**src/rtl/led_bcd_display.sv**
```systemverilog
// Shows an 8-bit binary value as up to three decimal digits on a multiplexed
// seven-segment display. A sequential double-dabble converter feeds a scan engine.
module led_bcd_display #(
  parameter int SCAN_DIV       = 50000,
  parameter bit SEG_ACTIVE_LOW = 1'b1,
  parameter bit BLANK_LEADING  = 1'b1
) (
  input  logic        clk,
  input  logic        rst,
  input  logic [7:0]  value,
  output logic [11:0] bcd,
  output logic        bcd_valid,
  output logic        busy,
  output logic [6:0]  seg,
  output logic [2:0]  an
);

  localparam int CW = (SCAN_DIV > 2) ? $clog2(SCAN_DIV) : 1;
  localparam logic [6:0] SEG_OFF = SEG_ACTIVE_LOW ? 7'h7F : 7'h00;
  localparam logic [2:0] AN_OFF  = SEG_ACTIVE_LOW ? 3'b111 : 3'b000;

  typedef enum logic [1:0] {IDLE = 2'd0, SHIFT = 2'd1, DONE = 2'd2} state_t;

  state_t        state_q;
  logic [7:0]    cap_q, last_q;
  logic [19:0]   shreg_q, shreg_d, adj_s;
  logic [2:0]    cnt_q;
  logic [11:0]   bcd_q;
  logic          valid_q, busy_q;

  logic [CW-1:0] scan_q;
  logic [1:0]    idx_q, idx_d;
  logic [6:0]    seg_q, seg_d, seg_raw_s;
  logic [2:0]    an_q, an_d, an_raw_s;
  logic [3:0]    nib_s;
  logic          blank_s;

  function automatic logic [6:0] seg7(input logic [3:0] d);
    case (d)
      4'd0:    seg7 = 7'h3F;
      4'd1:    seg7 = 7'h06;
      4'd2:    seg7 = 7'h5B;
      4'd3:    seg7 = 7'h4F;
      4'd4:    seg7 = 7'h66;
      4'd5:    seg7 = 7'h6D;
      4'd6:    seg7 = 7'h7D;
      4'd7:    seg7 = 7'h07;
      4'd8:    seg7 = 7'h7F;
      4'd9:    seg7 = 7'h6F;
      default: seg7 = 7'h00;
    endcase
  endfunction

  // Double-dabble step: correct every BCD nibble >= 5, then shift left.
  always_comb begin
    adj_s = shreg_q;
    for (int i = 0; i < 3; i++) begin
      if (adj_s[8+4*i +: 4] >= 4'd5) adj_s[8+4*i +: 4] = adj_s[8+4*i +: 4] + 4'd3;
      else                           adj_s[8+4*i +: 4] = adj_s[8+4*i +: 4];
    end
    shreg_d = {adj_s[18:0], 1'b0};
  end

  always_ff @(posedge clk or posedge rst) begin
    if (rst) begin
      state_q <= IDLE;
      cap_q   <= 8'd0;
      last_q  <= 8'd0;
      shreg_q <= 20'd0;
      cnt_q   <= 3'd0;
      bcd_q   <= 12'd0;
      valid_q <= 1'b0;
      busy_q  <= 1'b0;
    end else begin
      valid_q <= 1'b0;
      case (state_q)
        IDLE: begin
          if (value != last_q) begin
            cap_q   <= value;
            shreg_q <= {12'd0, value};
            cnt_q   <= 3'd0;
            busy_q  <= 1'b1;
            state_q <= SHIFT;
          end
        end
        SHIFT: begin
          shreg_q <= shreg_d;
          cnt_q   <= cnt_q + 3'd1;
          if (cnt_q == 3'd7) state_q <= DONE;
        end
        DONE: begin
          bcd_q   <= shreg_q[19:8];
          last_q  <= cap_q;
          valid_q <= 1'b1;
          busy_q  <= 1'b0;
          state_q <= IDLE;
        end
        default: begin
          busy_q  <= 1'b0;
          state_q <= IDLE;
        end
      endcase
    end
  end

  // Digit for the slot about to start; blanking only ever hides leading zeros.
  always_comb begin
    idx_d = (idx_q == 2'd2) ? 2'd0 : idx_q + 2'd1;
    case (idx_d)
      2'd0: begin nib_s = bcd_q[3:0];  an_raw_s = 3'b001; blank_s = 1'b0; end
      2'd1: begin
        nib_s    = bcd_q[7:4];
        an_raw_s = 3'b010;
        blank_s  = BLANK_LEADING && (bcd_q[11:8] == 4'd0) && (bcd_q[7:4] == 4'd0);
      end
      2'd2: begin
        nib_s    = bcd_q[11:8];
        an_raw_s = 3'b100;
        blank_s  = BLANK_LEADING && (bcd_q[11:8] == 4'd0);
      end
      default: begin nib_s = 4'd0; an_raw_s = 3'b000; blank_s = 1'b1; end
    endcase
    seg_raw_s = blank_s ? 7'h00 : seg7(nib_s);
    if (blank_s) an_raw_s = 3'b000;
    else         an_raw_s = an_raw_s;
    seg_d = SEG_ACTIVE_LOW ? ~seg_raw_s : seg_raw_s;
    an_d  = SEG_ACTIVE_LOW ? ~an_raw_s  : an_raw_s;
  end

  always_ff @(posedge clk or posedge rst) begin
    if (rst) begin
      scan_q <= '0;
      idx_q  <= 2'd0;
      seg_q  <= SEG_OFF;
      an_q   <= AN_OFF;
    end else if (scan_q == CW'(SCAN_DIV - 1)) begin
      scan_q <= '0;
      idx_q  <= idx_d;
      seg_q  <= seg_d;
      an_q   <= an_d;
    end else begin
      scan_q <= scan_q + CW'(1);
    end
  end

  assign bcd       = bcd_q;
  assign bcd_valid = valid_q;
  assign busy      = busy_q;
  assign seg       = seg_q;
  assign an        = an_q;

endmodule

```
**config.mk**
```make
export PLATFORM = sky130hd
export DESIGN_NAME = led_bcd_display
export DESIGN_NICKNAME = d
export VERILOG_FILES = /design/src/rtl/led_bcd_display.sv
export SDC_FILE = /design/constraint.sdc
export NUM_CORES = 1
export LEC_CHECK = 0
export ABC_CLOCK_PERIOD_IN_PS = 3200
export CELL_PAD_IN_SITES_DETAIL_PLACEMENT = 1
export CELL_PAD_IN_SITES_GLOBAL_PLACEMENT = 1
export CORE_MARGIN = 2
export CORE_UTILIZATION = 46
export DETAILED_ROUTE_END_ITERATION = 16
export PLACE_DENSITY_LB_ADDON = 0.1
export SYNTH_ARGS = -nofsm -noshare
export SYNTH_HDL_FRONTEND = slang
export SYNTH_SLANG_ARGS = --single-unit
```
**constraint.sdc**
```tcl
create_clock -name clk -period 3.2 [get_ports clk]
set_clock_uncertainty 0.05 [all_clocks]
set_input_delay 0.64 -clock clk [delete_from_list [all_inputs] [get_ports clk]]
set_output_delay 0.64 -clock clk [all_outputs]
set_load 0.005 [all_outputs]
```
==> summary.txt <==
GRT
  • GRT Resource Usage Total: 19.6%
  • Largest net degree at the start of global routing: 45
  • Initial antenna violation count: 0
  • Grt ovf: 0
  • Global-route wire length before repair: 13.8 mm
  • Vias in the first global route: 2852

CTS
  • Clock buffer count from CTS: 9
  • Max Buffers Root-to-Sink: 2
  • Setup bufs post-CTS: 0
  • Post_cts resized: 0
  • Clk sinks: 83
  • Cts hold-fix bufs: 0
  • CTS tree: built
  • Clock slew at reported path FFs: 80 ps
  • Skew-Pair Late Insertion Delay: 350 ps
  • Clock root buffer: clkbuf_8
  • H-tree depth: 3

Detailed routing
  • Drc violations: 0
  • WL final: 8.29 mm
  • Routed len/inst: 16.5 µm
  • Vias: 2654
  • DRT iter0 DRCs: 73
  • First-pass DRT Iterations: 4
  • Antenna-violating nets left: 0
  • Vias per inst: 5.29

STA
  • FMAX: 0.430 GHz
  • Fin Setup TNS: 0 ps
  • Post-route minimum period: 2330 ps
  • Worst Max-Slew Pin Slew: 848 ps
  • Final Hold Viols: 0
  • Slew Limit Fails: 0
  • Slew headroom: 41.8%
  • Final worst path period share: 72.7%
  • Setup violators final: 0
  • Unrepaired setup endpoints after global routing: no

Finish
  • Fin nets: 417
  • Antenna fix cells: 0
  • Final core occ: 55.7%
  • Share of post-route cells with drive strength above 1: 16.4%
  • Most common cell after layout, fill and taps aside: dfrtp_1
  • Syn-to-layout area delta: 17.6%
  • Fillers: 881
  • Most frequent cells in the layout: dfrtp_1, nor2_1, clkdlybuf4s50_1

Yosys
  • Synthesized Nets: 378
  • Yosys reg bits: 83
  • Sequential cell area fraction in the yosys report: 53.7%
  • Syn Std Cell Area: 3890 µm²
  • Post-synth EDFFs: 0
  • Ys flop type: dfrtp_1
  • Top cells by area, synth: dfrtp_1, dfstp_2, mux2_2, ha_1, xnor2_1
  • Asr flop ratio synth: 100%
  • Synth top area share: 46.9%
  • Distinct cell type count after synthesis: 44
  • Synth warn: 0
  • Area leader, netlist: dfrtp_1
  • Mapped Avg Cell Area: 11.0 µm²
  • Post-synthesis cell count: 354

Floorplanning
  • # rows: 33
  • Starting Density: 47.4%
  • IO Count: 34
  • DIE AREA: 9220 µm²
  • Core Area: 8220 µm²
  • Die height: 96.0 µm
  • Die width: 96.0 µm

Power
  • Gate power share: 34.9%
  • Internal power: 2.42 mW
  • Seq pwr share: 42.8%
  • Clock Power Share: 22.3%
  • Sw Ratio: 34.8%
  • Power Density: 810 nW/µm²
  • Leakage Power: 2.10 nW
  • Worst VDD drop: 0.445 mV
  • Sw Pwr: 1.29 mW

Setup path
  • Crit end category: flop
  • Reg-to-Reg Start: idx_q[0]$_DFFE_PP0N_
  • RR Endpoint: seg[3]$_DFFE_PP1N_
  • R2R setup slack: 870 ps
  • Worst endpoint required time: 3380 ps
  • Critical Path Start: idx_q[0]$_DFFE_PP0N_
  • Startpoint Class: flop
  • Critical path type: reg2reg
  • Data arrival, critical path: 2500 ps
  • CP Capture Point: seg[3]$_DFFE_PP1N_
  • Worst-path maximum fanout: 12
  • Worst r2r path cells: 5

Place
  • Hpwl dp: 5.75 mm
  • Port bufs: 33
  • RePlAce Congestion: 0.794

Worst hold path
  • Worst Hold Path Cells: 1
  • Worst hold path class: reg2reg

Status
  • Status: finished, final reports clean

Job
  • Max-cap violations: 0
[power groups by stage]
| stage | Sequential, mW | Combinational [mW] | Clock, mW |
|---|---|---|---|
| floorplan | 1.52 | 0.923 | 0 |
| global placement | 1.60 | 1.24 | 0 |
| detailed placement | 1.61 | 1.30 | 0 |
| CTS | 1.59 | 1.32 | 0.846 |
| global route | 1.64 | 1.46 | 0.883 |
| finish | 1.59 | 1.29 | 0.827 |
[flip-flops by register name, indices dropped and copies added (netlist names)]
register   cells
shreg_q       20
idx_q          2
busy           1
bcd_valid      1
last_q         8
scan_q        16
cap_q          8
an             3
seg            7
cnt_q          3
state_q        2
bcd           12
[cell type report]
cell class              count  area (µm²)  area share (%)
flip-flops and latches     83        2090            45.6
inverters                  26        98.8            2.16
repair buffers             41         403            8.80
clock buffers              10         138            3.00
multi-input cells         232        1640            35.9
clock inverters             5        77.6            1.69
well taps                 105         131            2.87
[how the worst min path moves through the flow]
stage	from	end
floorplan	cap_q[1]$_DFFE_PP0P_	cap_q[1]$_DFFE_PP0P_
global placement	cap_q[5]$_DFFE_PP0P_	cap_q[5]$_DFFE_PP0P_
detailed placement	cap_q[5]$_DFFE_PP0P_	cap_q[5]$_DFFE_PP0P_
CTS	cap_q[5]$_DFFE_PP0P_	cap_q[5]$_DFFE_PP0P_
global route	cap_q[5]$_DFFE_PP0P_	cap_q[5]$_DFFE_PP0P_
finish	cap_q[1]$_DFFE_PP0P_	cap_q[1]$_DFFE_PP0P_
[synth_stat cells, drive strengths merged, types with 6 or more instances]
library cell,n
dfstp,10
a31oi,8
clkbuf,7
xor2,8
buf,6
o21ai,21
a21oi,6
nand3,9
xnor2,19
inv,26
a22o,6
nand2,25
nor2,38
mux2,23
a21o,8
dfrtp,73
a221o,7
ha,14
[layer usage]
layer  global-route usage, %  wire length, µm  vias up
li1                        -                -     1281
met3                    2.90              145        7
met1                    24.7             3820     1343
met5                       0                0        -
met2                    34.2             4210       23
met4                    6.79              109        0
[stage by stage]
| stage | cell area, µm² | total power, mW | cells | worst slack [ps] | hold slack, ps |
|---|---|---|---|---|---|
| finish | 4580 | 3.71 | 502 | 873 | 430 |
| global route | 4580 | 3.97 | 502 | 690 | 445 |
| CTS | 4580 | 3.76 | 502 | 860 | 436 |
| detailed placement | 4370 | 2.91 | 487 | 804 | 416 |
| global placement | 4370 | 2.85 | 487 | 876 | 418 |
| floorplan | 3890 | 2.45 | 354 | 390 | 394 |
[kinds of logic after synthesis]
logic type,count (synthesis),share of synthesized area (%)
AO/OA/AOI/OAI,63,10.9
XOR/XNOR,27,6.07
adder cells (fa/ha/maj),14,4.50
buffers and inverters,39,4.15
flip-flops,83,53.7
multiplexers,28,8.03
AND/OR/NAND/NOR,100,12.7
[critical path, stage by stage, from the launching register on]
cell and delay [ps]:
dfrtp_1 520, mux2_2 380, mux2i_1 670, a21o_1 190, and2_1 260, a31oi_1 140
Power figures use the tool's default switching activity.
